**src/rtl/mrate_adapter_rep_if.sv**
```systemverilog
// ---------------------------------------------------------------------------
// mrate_adapter_rep_if
// Signal bundle between the MAC / SGMII PCS side and mrate_adapter_rep.
//   i2_Speed                          : line rate select (10=1000, 01=100, 00=10, 11=1000)
//   i_TxVal/i_TxEN/i_TxER/i8_TxD      : MAC transmit byte and qualifiers
//   o_TxRdy                           : transmit byte accepted when high with i_TxVal
//   o_TxEN/o_TxER/o8_TxD              : replicated GMII stream towards the PCS
//   i_RxEN/i_RxER/i8_RxD              : replicated GMII stream from the PCS
//   o_RxVal/o_RxEN/o_RxER/o8_RxD      : decimated receive byte with one-cycle strobe
//   o_RxFrag                          : one-cycle pulse when a partial symbol is dropped
//   o16_MisCnt                        : saturating count of symbols with copy mismatch
// Modport slave is the adapter itself; master is whoever drives it.
// ---------------------------------------------------------------------------
interface mrate_adapter_rep_if;
    logic [1:0]  i2_Speed;
    logic        i_TxVal;
    logic        i_TxEN;
    logic        i_TxER;
    logic [7:0]  i8_TxD;
    logic        o_TxRdy;
    logic        o_TxEN;
    logic        o_TxER;
    logic [7:0]  o8_TxD;
    logic        i_RxEN;
    logic        i_RxER;
    logic [7:0]  i8_RxD;
    logic        o_RxVal;
    logic        o_RxEN;
    logic        o_RxER;
    logic [7:0]  o8_RxD;
    logic        o_RxFrag;
    logic [15:0] o16_MisCnt;

    modport slave (
        input  i2_Speed, i_TxVal, i_TxEN, i_TxER, i8_TxD,
        input  i_RxEN, i_RxER, i8_RxD,
        output o_TxRdy, o_TxEN, o_TxER, o8_TxD,
        output o_RxVal, o_RxEN, o_RxER, o8_RxD, o_RxFrag, o16_MisCnt
    );

    modport master (
        output i2_Speed, i_TxVal, i_TxEN, i_TxER, i8_TxD,
        output i_RxEN, i_RxER, i8_RxD,
        input  o_TxRdy, o_TxEN, o_TxER, o8_TxD,
        input  o_RxVal, o_RxEN, o_RxER, o8_RxD, o_RxFrag, o16_MisCnt
    );
endinterface

```
**src/rtl/mrate_adapter_rep.sv**
```systemverilog
// ---------------------------------------------------------------------------
// mrate_adapter_rep
// GMII byte replicator / decimator letting a 1000 Mb/s SGMII PCS carry
// 100 and 10 Mb/s traffic. Each transmit byte is repeated N times towards
// the PCS; each N-copy receive symbol is collapsed back to one byte, with
// copy disagreements flagged through o_RxER and counted in o16_MisCnt.
// Ports:
//   i_GClk   : single clock, everything on its rising edge
//   i_ARst_L : asynchronous active-low reset
//   io_Bus   : mrate_adapter_rep_if.slave (speed, Tx and Rx streams)
// Parameters:
//   P_REP100 : copies per byte at 100 Mb/s
//   P_REP10  : copies per byte at 10 Mb/s
//   P_CW     : copy counter width, 2**P_CW must exceed P_REP10
// ---------------------------------------------------------------------------
module mrate_adapter_rep #(
    parameter int P_REP100 = 10,
    parameter int P_REP10  = 100,
    parameter int P_CW     = 7
) (
    input  logic                      i_GClk,
    input  logic                      i_ARst_L,
    mrate_adapter_rep_if.slave        io_Bus
);

    typedef enum logic {
        ST_IDLE,
        ST_REPEAT
    } tx_state_t;

    logic [1:0]      r2_Speed;
    logic            w_SpeedChg;
    logic [P_CW-1:0] w_NLast;

    tx_state_t       r_TxState;
    tx_state_t       w_TxStateNxt;
    logic [P_CW-1:0] r_TxCnt;
    logic [P_CW-1:0] w_TxCntNxt;
    logic            w_TxLoad;
    logic            w_TxLast;
    logic            w_TxRdy;
    logic            r_TxHoldEN;
    logic            r_TxHoldER;
    logic [7:0]      r8_TxHoldD;

    logic            w_RxAct;
    logic            w_RxFirst;
    logic            w_RxLast;
    logic            w_RxEmit;
    logic            w_Diff;
    logic            w_MisNow;
    logic            w_EmitEN;
    logic            w_EmitER;
    logic [7:0]      w8_EmitD;
    logic [P_CW-1:0] r_RxCnt;
    logic            r_RefEN;
    logic            r_RefER;
    logic [7:0]      r8_RefD;
    logic            r_Mis;
    logic            r_RxVal;
    logic            r_RxEN;
    logic            r_RxER;
    logic [7:0]      r8_RxD;
    logic            r_RxFrag;
    logic [15:0]     r16_MisCnt;

    // A raw change of the speed pins (including 10<->11) restarts both
    // directions so no symbol straddles two replication factors.
    assign w_SpeedChg = (io_Bus.i2_Speed != r2_Speed);

    // Last copy index (N-1) for the registered speed.
    always_comb begin
        case (r2_Speed)
            2'b01:   w_NLast = P_CW'(P_REP100 - 1);
            2'b00:   w_NLast = P_CW'(P_REP10 - 1);
            default: w_NLast = '0;
        endcase
    end

    // Speed register; resets to 1000 Mb/s so a different strap is seen as
    // a change on the first edge after reset release.
    always_ff @(posedge i_GClk or negedge i_ARst_L) begin
        if (!i_ARst_L) begin
            r2_Speed <= 2'b10;
        end else begin
            r2_Speed <= io_Bus.i2_Speed;
        end
    end

    // ---------------- Transmit replicator ----------------

    assign w_TxLast = (r_TxCnt == w_NLast);

    // Next-state logic: a byte is taken in IDLE or on the last copy of the
    // current byte, which makes back-to-back bytes gap-free and N=1 accept
    // every cycle.
    always_comb begin
        w_TxStateNxt = r_TxState;
        w_TxCntNxt   = r_TxCnt;
        w_TxLoad     = 1'b0;
        w_TxRdy      = (r_TxState == ST_IDLE) || w_TxLast;
        if (w_SpeedChg) begin
            w_TxStateNxt = ST_IDLE;
            w_TxCntNxt   = '0;
        end else begin
            case (r_TxState)
                ST_IDLE: begin
                    if (io_Bus.i_TxVal) begin
                        w_TxLoad     = 1'b1;
                        w_TxCntNxt   = '0;
                        w_TxStateNxt = ST_REPEAT;
                    end
                end
                ST_REPEAT: begin
                    if (w_TxLast) begin
                        w_TxCntNxt = '0;
                        if (io_Bus.i_TxVal) begin
                            w_TxLoad = 1'b1;
                        end else begin
                            w_TxStateNxt = ST_IDLE;
                        end
                    end else begin
                        w_TxCntNxt = r_TxCnt + P_CW'(1);
                    end
                end
                default: begin
                    w_TxStateNxt = ST_IDLE;
                    w_TxCntNxt   = '0;
                end
            endcase
        end
    end

    // State, copy counter and hold register for the byte being repeated.
    always_ff @(posedge i_GClk or negedge i_ARst_L) begin
        if (!i_ARst_L) begin
            r_TxState  <= ST_IDLE;
            r_TxCnt    <= '0;
            r_TxHoldEN <= 1'b0;
            r_TxHoldER <= 1'b0;
            r8_TxHoldD <= 8'h00;
        end else begin
            r_TxState <= w_TxStateNxt;
            r_TxCnt   <= w_TxCntNxt;
            if (w_TxLoad) begin
                r_TxHoldEN <= io_Bus.i_TxEN;
                r_TxHoldER <= io_Bus.i_TxER;
                r8_TxHoldD <= io_Bus.i8_TxD;
            end
        end
    end

    // The PCS only sees the hold register while repeating; IDLE is all zero.
    assign io_Bus.o_TxRdy = w_TxRdy;
    assign io_Bus.o_TxEN  = (r_TxState == ST_REPEAT) & r_TxHoldEN;
    assign io_Bus.o_TxER  = (r_TxState == ST_REPEAT) & r_TxHoldER;
    assign io_Bus.o8_TxD  = (r_TxState == ST_REPEAT) ? r8_TxHoldD : 8'h00;

    // ---------------- Receive decimator ----------------

    // The counter idles at 0, so the first active cycle of a frame is
    // always copy 0 without needing a separate start-of-packet register.
    assign w_RxAct   = io_Bus.i_RxEN | io_Bus.i_RxER;
    assign w_RxFirst = (r_RxCnt == '0);
    assign w_RxLast  = (r_RxCnt == w_NLast);
    assign w_RxEmit  = w_RxAct & w_RxLast & ~w_SpeedChg;
    assign w_Diff    = ({io_Bus.i_RxEN, io_Bus.i_RxER, io_Bus.i8_RxD} !=
                        {r_RefEN, r_RefER, r8_RefD});
    // Copy 0 is its own reference, so it can never mismatch (covers N=1).
    assign w_MisNow  = ~w_RxFirst & (r_Mis | w_Diff);
    assign w_EmitEN  = w_RxFirst ? io_Bus.i_RxEN : r_RefEN;
    assign w_EmitER  = (w_RxFirst ? io_Bus.i_RxER : r_RefER) | w_MisNow;
    assign w8_EmitD  = w_RxFirst ? io_Bus.i8_RxD : r8_RefD;

    // Copy counter, reference capture and sticky mismatch flag.
    always_ff @(posedge i_GClk or negedge i_ARst_L) begin
        if (!i_ARst_L) begin
            r_RxCnt <= '0;
            r_RefEN <= 1'b0;
            r_RefER <= 1'b0;
            r8_RefD <= 8'h00;
            r_Mis   <= 1'b0;
        end else if (w_SpeedChg) begin
            r_RxCnt <= '0;
            r_RefEN <= 1'b0;
            r_RefER <= 1'b0;
            r8_RefD <= 8'h00;
            r_Mis   <= 1'b0;
        end else if (!w_RxAct) begin
            r_RxCnt <= '0;
        end else begin
            r_RxCnt <= w_RxLast ? '0 : (r_RxCnt + P_CW'(1));
            if (w_RxFirst) begin
                r_RefEN <= io_Bus.i_RxEN;
                r_RefER <= io_Bus.i_RxER;
                r8_RefD <= io_Bus.i8_RxD;
                r_Mis   <= 1'b0;
            end else if (w_Diff) begin
                r_Mis <= 1'b1;
            end
        end
    end

    // Output strobes and byte. Falling activity with a nonzero counter
    // means the symbol was cut short and is reported as a fragment.
    always_ff @(posedge i_GClk or negedge i_ARst_L) begin
        if (!i_ARst_L) begin
            r_RxVal    <= 1'b0;
            r_RxFrag   <= 1'b0;
            r_RxEN     <= 1'b0;
            r_RxER     <= 1'b0;
            r8_RxD     <= 8'h00;
            r16_MisCnt <= 16'h0000;
        end else begin
            r_RxVal  <= w_RxEmit;
            r_RxFrag <= ~w_RxAct & ~w_RxFirst & ~w_SpeedChg;
            if (w_RxEmit) begin
                r_RxEN <= w_EmitEN;
                r_RxER <= w_EmitER;
                r8_RxD <= w8_EmitD;
                if (w_MisNow && (r16_MisCnt != 16'hFFFF)) begin
                    r16_MisCnt <= r16_MisCnt + 16'h0001;
                end
            end
        end
    end

    assign io_Bus.o_RxVal    = r_RxVal;
    assign io_Bus.o_RxFrag   = r_RxFrag;
    assign io_Bus.o_RxEN     = r_RxEN;
    assign io_Bus.o_RxER     = r_RxER;
    assign io_Bus.o8_RxD     = r8_RxD;
    assign io_Bus.o16_MisCnt = r16_MisCnt;

endmodule

```
**src/flat_wrapper.sv**
```systemverilog
// flat-port wrapper written by rule: the top's interface ports become plain ports
module mrate_adapter_rep_flat 
#(
    parameter int P_REP100 = 10,
    parameter int P_REP10  = 100,
    parameter int P_CW     = 7
)
  (i_GClk, i_ARst_L, io_Bus_i2_Speed, io_Bus_i_TxVal, io_Bus_i_TxEN, io_Bus_i_TxER, io_Bus_i8_TxD, io_Bus_i_RxEN, io_Bus_i_RxER, io_Bus_i8_RxD, io_Bus_o_TxRdy, io_Bus_o_TxEN, io_Bus_o_TxER, io_Bus_o8_TxD, io_Bus_o_RxVal, io_Bus_o_RxEN, io_Bus_o_RxER, io_Bus_o8_RxD, io_Bus_o_RxFrag, io_Bus_o16_MisCnt);
  mrate_adapter_rep_if io_Bus_i ();
  input  logic i_GClk;
  input  logic i_ARst_L;
  input wire logic [$bits(io_Bus_i.i2_Speed)-1:0] io_Bus_i2_Speed;
  input wire logic [$bits(io_Bus_i.i_TxVal)-1:0] io_Bus_i_TxVal;
  input wire logic [$bits(io_Bus_i.i_TxEN)-1:0] io_Bus_i_TxEN;
  input wire logic [$bits(io_Bus_i.i_TxER)-1:0] io_Bus_i_TxER;
  input wire logic [$bits(io_Bus_i.i8_TxD)-1:0] io_Bus_i8_TxD;
  input wire logic [$bits(io_Bus_i.i_RxEN)-1:0] io_Bus_i_RxEN;
  input wire logic [$bits(io_Bus_i.i_RxER)-1:0] io_Bus_i_RxER;
  input wire logic [$bits(io_Bus_i.i8_RxD)-1:0] io_Bus_i8_RxD;
  output wire logic [$bits(io_Bus_i.o_TxRdy)-1:0] io_Bus_o_TxRdy;
  output wire logic [$bits(io_Bus_i.o_TxEN)-1:0] io_Bus_o_TxEN;
  output wire logic [$bits(io_Bus_i.o_TxER)-1:0] io_Bus_o_TxER;
  output wire logic [$bits(io_Bus_i.o8_TxD)-1:0] io_Bus_o8_TxD;
  output wire logic [$bits(io_Bus_i.o_RxVal)-1:0] io_Bus_o_RxVal;
  output wire logic [$bits(io_Bus_i.o_RxEN)-1:0] io_Bus_o_RxEN;
  output wire logic [$bits(io_Bus_i.o_RxER)-1:0] io_Bus_o_RxER;
  output wire logic [$bits(io_Bus_i.o8_RxD)-1:0] io_Bus_o8_RxD;
  output wire logic [$bits(io_Bus_i.o_RxFrag)-1:0] io_Bus_o_RxFrag;
  output wire logic [$bits(io_Bus_i.o16_MisCnt)-1:0] io_Bus_o16_MisCnt;
  assign io_Bus_i.i2_Speed = io_Bus_i2_Speed;
  assign io_Bus_i.i_TxVal = io_Bus_i_TxVal;
  assign io_Bus_i.i_TxEN = io_Bus_i_TxEN;
  assign io_Bus_i.i_TxER = io_Bus_i_TxER;
  assign io_Bus_i.i8_TxD = io_Bus_i8_TxD;
  assign io_Bus_i.i_RxEN = io_Bus_i_RxEN;
  assign io_Bus_i.i_RxER = io_Bus_i_RxER;
  assign io_Bus_i.i8_RxD = io_Bus_i8_RxD;
  assign io_Bus_o_TxRdy = io_Bus_i.o_TxRdy;
  assign io_Bus_o_TxEN = io_Bus_i.o_TxEN;
  assign io_Bus_o_TxER = io_Bus_i.o_TxER;
  assign io_Bus_o8_TxD = io_Bus_i.o8_TxD;
  assign io_Bus_o_RxVal = io_Bus_i.o_RxVal;
  assign io_Bus_o_RxEN = io_Bus_i.o_RxEN;
  assign io_Bus_o_RxER = io_Bus_i.o_RxER;
  assign io_Bus_o8_RxD = io_Bus_i.o8_RxD;
  assign io_Bus_o_RxFrag = io_Bus_i.o_RxFrag;
  assign io_Bus_o16_MisCnt = io_Bus_i.o16_MisCnt;
  mrate_adapter_rep #(.P_REP100(P_REP100), .P_REP10(P_REP10), .P_CW(P_CW)) u_core (.i_GClk(i_GClk), .i_ARst_L(i_ARst_L), .io_Bus(io_Bus_i));
endmodule
```
**config.mk**
```make
export PLATFORM = sky130hd
export DESIGN_NAME = mrate_adapter_rep_flat
export DESIGN_NICKNAME = d
export VERILOG_FILES = /design/src/rtl/mrate_adapter_rep_if.sv /design/src/rtl/mrate_adapter_rep.sv /design/src/flat_wrapper.sv
export SDC_FILE = /design/constraint.sdc
export NUM_CORES = 1
export LEC_CHECK = 0
export ABC_CLOCK_PERIOD_IN_PS = 2500
export BUFFER_PORTS_ARGS = -buffer_cell sky130_fd_sc_hd__buf_4
export CAP_MARGIN = 20
export CORE_MARGIN = 2
export CORE_UTILIZATION = 35
export CTS_CLUSTER_DIAMETER = 120
export DETAILED_ROUTE_END_ITERATION = 8
export GPL_ROUTABILITY_DRIVEN = 0
export PLACE_DENSITY = 0.56
export SLEW_MARGIN = 20
export SYNTH_ARGS = -nofsm -noshare
export SYNTH_HDL_FRONTEND = slang
export SYNTH_SLANG_ARGS = --single-unit
```
**constraint.sdc**
```tcl
create_clock -name i_GClk -period 2.5 [get_ports i_GClk]
set_clock_uncertainty 0.1 [all_clocks]
set_input_delay 0 -clock i_GClk [delete_from_list [all_inputs] [get_ports i_GClk]]
set_output_delay 0 -clock i_GClk [all_outputs]
set_load 0.05 [all_outputs]
```
Word level (Yosys, flattened, before mapping)
Cells that the tools add are included.
- add/subtract/negate cells: 3
- equality and inequality tests: 7
- multiplexer cells: 29
- bitwise logic cells: 14
- reductions and logical operators: 8
- operators with widths (cell ; number):
    $mux 7 ; 6
    $mux 8 ; 4
    $pmux 7 s2 ; 2
    $add 16x1->16 const B ; 1
    $ne 16x16->1 const B ; 1
    $mux 1 ; 15
    $add 7x1->7 const B ; 2
    $eq 7x7->1 ; 2
    $ne 10x10->1 ; 1
    $and 1x1->1 ; 7
    $logic_not 7->1 ; 1
    $not 1->1 ; 4
    $pmux 1 s2 ; 2
    $reduce_and 2->1 ; 2
    $ne 3x2->1 const B ; 1
    $or 1x1->1 ; 3
    $reduce_bool 3->1 ; 1
    $eq 2x1->1 const B ; 1
    $logic_not 2->1 ; 1
    $ne 2x2->1 ; 1
    $reduce_bool 2->1 ; 1
    $logic_and 1x1->1 ; 1
    $logic_or 1x1->1 ; 1
- register bits: 66
- bits of input ports: 25
- output and inout port bits: 39
- logic and storage cells: 78

Longest topological paths before layout
- word-level depth: 6
- mapped depth: 8

Worst setup path before layout
Ideal clock, no wire load.
- path kind: register to register
- start: register u_core.r2_Speed[1]
- end: register u_core.r8_TxHoldD[0]
- setup time: 0.125 ns
- data arrival time: 2.921 ns
- required time: 2.275 ns
- path slack: -0.646 ns
- cell stages (with the launch flop): 7
- buffers on the path: 1
- clock period less this slack: 3.146 ns
- path through: dfstp_2 -> nor2_1 -> mux2i_1 -> o31ai_1 -> and3_1 -> buf_4 -> mux2_2
- cells in the longest elaborated chain, start to end: 6
- elaborated cells between the ends (all ways): 8
- ends and longest elaborated chain (what ; RTL line ; source):
    start, declared ; mrate_adapter_rep.sv:31 ; logic [1:0] r2_Speed;
    start signal, assigned ; mrate_adapter_rep.sv:86 ; r2_Speed <= io_Bus.i2_Speed;
    $eq 2x1->1 or $logic_not 2->1 (tied branches) ; mrate_adapter_rep.sv:73 ; case (r2_Speed)
    $pmux 7 s2 ; mrate_adapter_rep.sv:73 ;
    $eq 7x7->1 ; mrate_adapter_rep.sv:92 ; assign w_TxLast = (r_TxCnt == w_NLast);
    $mux 1 ; mrate_adapter_rep.sv:115 ; if (w_TxLast) begin
    $pmux 1 s2 ; mrate_adapter_rep.sv:106 ; case (r_TxState)
    $mux 1 * ; mrate_adapter_rep.sv:102 ; if (w_SpeedChg) begin
    end signal, assigned ; mrate_adapter_rep.sv:148 ; r8_TxHoldD <= io_Bus.i8_TxD;
    end, declared ; mrate_adapter_rep.sv:44 ; logic [7:0] r8_TxHoldD;
Mark *: on every way between the ends. The rest lies on a longest branch, timed or not.
A chain may end at the register's enable or synchronous reset.

Worst setup path after layout
- start: register u_core.r2_Speed[1]
- end: register u_core.r16_MisCnt[14] (netlist: u_core.io_Bus.o16_MisCnt[14])
- cells in the longest elaborated chain, start to end: 6
- elaborated cells between the ends (all ways): 9
- ends and longest elaborated chain (what ; RTL line ; source):
    $eq 2x1->1 or $logic_not 2->1 (tied branches) ; mrate_adapter_rep.sv:73 ;
    $pmux 7 s2 ; mrate_adapter_rep.sv:73 ;
    $eq 7x7->1 ; mrate_adapter_rep.sv:165 ; assign w_RxLast = (r_RxCnt == w_NLast);
    $and 1x1->1 ; mrate_adapter_rep.sv:166 ; assign w_RxEmit = w_RxAct & w_RxLast & ~w_SpeedChg;
    $and 1x1->1 * ; mrate_adapter_rep.sv:166 ;
    $reduce_and 2->1 (no line) * ; n/a ;
    end signal, assigned ; mrate_adapter_rep.sv:222 ; r16_MisCnt <= r16_MisCnt + 16'h0001;
    end, declared ; mrate_adapter_rep.sv:65 ; logic [15:0] r16_MisCnt;
Marked as above.

==> flow_metrics.env <==
export IMPL_outcome="finished clean"
export IMPL_sequentialPowerShare=0.436
export IMPL_netlist_area_leader_share=0.4994
export IMPL_max_cap_viol_count=0
export IMPL_dr_first_iter_drc_count=96
export IMPL_grt_pass1_wl_um=12800
export IMPL_crit_chain="or3b_1, o31ai_2, nand4_4, nor4_1, mux2_2"
export IMPL_antenna_found_initial=0
export IMPL_vias=2633
export IMPL_synth_edf_count=0
export IMPL_area_growth_pct=33.69
export IMPL_ir_worst_vdd_mv=0.5627
export IMPL_synthTopCellsByCount="dfrtp_1 (65), nand2_1 (33), nor2_1 (32), xor2_1 (19), nand3_1 (15)"
export IMPL_multiInputGateArea_um2=1538
export IMPL_clk_pin_slew_ns=0.07
export IMPL_p_leak_nw=2.059
export IMPL_max_slew_margin_rel=0.4420
export IMPL_initial_utilization=0.3558
export IMPL_portBuffers=63
export IMPL_syn_avg_cell_area_um2=10.41
export IMPL_switching_power_mw=1.062
export IMPL_clkPwrFrac=0.273
export IMPL_grt_total_usage=0.1589
export IMPL_end_kind="flip-flop"
export IMPL_rows=35
export IMPL_slowest_delay_ns=0.59
export IMPL_drive_gt1_frac=0.2679
export IMPL_clk_insertion_delay_late_ns=0.34
export IMPL_worst_pin_slew_ns=0.8369
export IMPL_async_flop_share=1.000
export IMPL_seq_area_um2=1653
export IMPL_start_kind="flip-flop"
export IMPL_die_y_um=100.5
export IMPL_grt_pass1_vias=2675
export IMPL_synth_xor_area_frac=0.08874
export IMPL_dieArea_um2=10090
export IMPL_wire_per_inst_um=13.66
export IMPL_hold_path_class="input pin to asynchronous set/reset pin"
export IMPL_hold_viol=0
export IMPL_cts_made_buffers=9
export IMPL_ys_ff_latch=66
export IMPL_clock_sinks=66
export IMPL_first_pass_iters=4
export IMPL_dpl_hpwl_um=4895
export IMPL_yosysWarnings=0
export IMPL_root_buffer="clkbuf_8"
export IMPL_synth_fp_nets=342
export IMPL_synth_most_common_cell="dfrtp_1"
export IMPL_diodes=0
export IMPL_synthMuxAreaShare=0.04764
export IMPL_finalWirelength_um=7226
export IMPL_rsz0062_at_grt="no"
export IMPL_cp_arrival_ns=2.38
export IMPL_path_max_fanout=9
export IMPL_holdWs_ns=0.1978
export IMPL_period_needed_ns=2.259
export IMPL_synth_area_leaders="dfrtp_1 (50%), xor2_1 (5.1%), mux2_2 (4.1%)"
export IMPL_synth_top_family_by_area="simple AND/OR/NAND/NOR gates"
export IMPL_fillers=879
export IMPL_critPathKind="flip-flop to flip-flop"
export IMPL_cts_tree="built"
export IMPL_synth_main_ff_cell="dfrtp_1"
export IMPL_clk_path_buf_depth=2
export IMPL_netlist_area_um2=3257
export IMPL_seq_area_frac_synth=0.5075
export IMPL_worstPathRequired_ns=2.63
export IMPL_maxSlewViolCount=0
export IMPL_power_internal_mw=1.949
export IMPL_coreArea_um2=9153
export IMPL_p_comb_frac=0.290
export IMPL_synthCells=313
export IMPL_power_density_nw_per_um2=691.7
export IMPL_viasPerCell=4.977
export IMPL_die_w_um=100.5
export IMPL_final_antenna_net_count=0
export IMPL_synth_cell_types=46
export IMPL_h_tree_depth=3
export IMPL_gr_total_overflow=0
export IMPL_finalSetupViolCount=0
export IMPL_nets=442
export IMPL_synth_top_cell_by_area="dfrtp_1"
export IMPL_grt_start_max_net_pins=67
export IMPL_synth_fa_ha_area_frac=0.01537
export IMPL_fmax_mhz=442.7
export IMPL_io_pin_count=64
export IMPL_p_sw_frac=0.3528
export IMPL_tns_ns=0
export IMPL_synthSimpleGateAreaFrac=0.2205
export IMPL_drc=0
export IMPL_crit_slowest_cell="dfstp_2"
export IMPL_synth_compound_gate_area_share=0.09297
export IMPL_period_share=0.9036
## flip-flops by register name (all words and copies together) (netlist names), 2 cells and up
signal                    flops
u_core.r_RxCnt                7
u_core.r8_RefD                8
u_core.r8_TxHoldD             8
u_core.io_Bus.o8_RxD          8
u_core.io_Bus.o16_MisCnt     16
u_core.r_TxCnt                7
u_core.r2_Speed               2
## cells by family (layout without fill, tap and decap cells)
kind of cell / Yosys count / after routing
buffers and inverters: 19 / 124
and+or+nand+nor: 138 / 138
adders and majority gates: 4 / 4
AOI/OAI and AO/OA: 39 / 39
xor gates and xnor gates: 33 / 33
muxes: 14 / 14
DFF: 66 / 66
## per-stage QoR
stage / cells / area (µm²) / utilization / power (mW) / worst slack, ns
final: 529 / 4354 / 0.4757 / 3.012 / 0.2410
after CTS: 529 / 4345 / 0.4748 / 3.046 / 0.1894
after floorplan: 313 / 3271 / - / 1.890 / 0.1359
after detailed placement: 488 / 3914 / 0.4276 / 2.180 / 0.1865
after global placement: 488 / 3914 / 0.4276 / 2.168 / 0.2562
after global routing: 529 / 4354 / 0.4757 / 3.174 / 0.04337
## layout make-up
type	count	share of cell area
flip-flops and latches	66	0.3796
well taps	111	0.03190
multi-input cells	228	0.3532
inverters	8	0.006897
repair buffers	100	0.1868
clock buffers	12	0.03563
clock inverters	4	0.006034
## layout by cell type, fill, tap and decap left out, types with 2 or more instances in the layout
cell type / instances
a21o_1: 2
a21oi_1: 4
a22o_1: 10
a31oi_1: 10
and2_1: 11
and3_1: 9
buf_4: 75
clkbuf_8: 11
clkinv_2: 2
dfrtp_1: 65
dlygate4sd3_1: 25
ha_1: 4
inv_1: 8
mux2_2: 12
nand2_1: 33
nand3_1: 15
nand4_1: 5
nor2_1: 32
nor3_1: 7
nor4_1: 9
nor4b_1: 3
o21ai_0: 2
o31ai_1: 2
o31ai_4: 2
or3_1: 3
xnor2_1: 14
xor2_1: 19
## worst paths after layout
path	start	end	slack (ns)	depth (start not counted)
min	i_ARst_L	u_core.r_TxCnt[4]	0.20	2
max	u_core.r2_Speed[1]	u_core.io_Bus.o16_MisCnt[14]	0.24	5
max in group asynchronous	i_ARst_L	u_core.io_Bus.o16_MisCnt[10]	1.54	2
min in group i_GClk	io_Bus_i2_Speed[0]	u_core.r2_Speed[0]	0.24	2
max reg2reg	u_core.r2_Speed[1]	u_core.io_Bus.o16_MisCnt[14]	0.24	5
min reg2reg	u_core.r_RxCnt[0]	u_core.r_RxCnt[0]	0.40	1
## critical path: cells and delay by family (launching register included)
family	cells	cell delay [ns]
mux	1	0.37
compound gates	1	0.11
simple gates	3	0.97
flops	1	0.59
## metal layers
metal / vias to the layer above / routed length (µm) / global-route usage
li1: 1310 / - / -
met1: 1274 / 3531 / 0.2193
met2: 38 / 3383 / 0.2478
met3: 11 / 199 / 0.03467
met4: 0 / 112 / 0.05585
met5: - / 0 / 0
## timing repair
item,4_1_cts,5_1_grt
hold buffers,25,0
resized for setup,0,2
setup endpoints to repair,0,9
setup buffers,0,0
hold endpoints to repair,98,0
## power by group through the flow
| stage | logic, mW | registers [mW] | clock network [mW] |
|---|---|---|---|
| 2_1_floorplan | 0.300 | 1.59 | 0 |
| 3_3_place_gp | 0.841 | 1.33 | 0 |
| 3_5_place_dp | 0.850 | 1.33 | 0 |
| 4_1_cts | 0.881 | 1.31 | 0.852 |
| 5_1_grt | 0.936 | 1.34 | 0.901 |
| 6_report | 0.875 | 1.31 | 0.823 |
(Power assumes the default switching activity.)
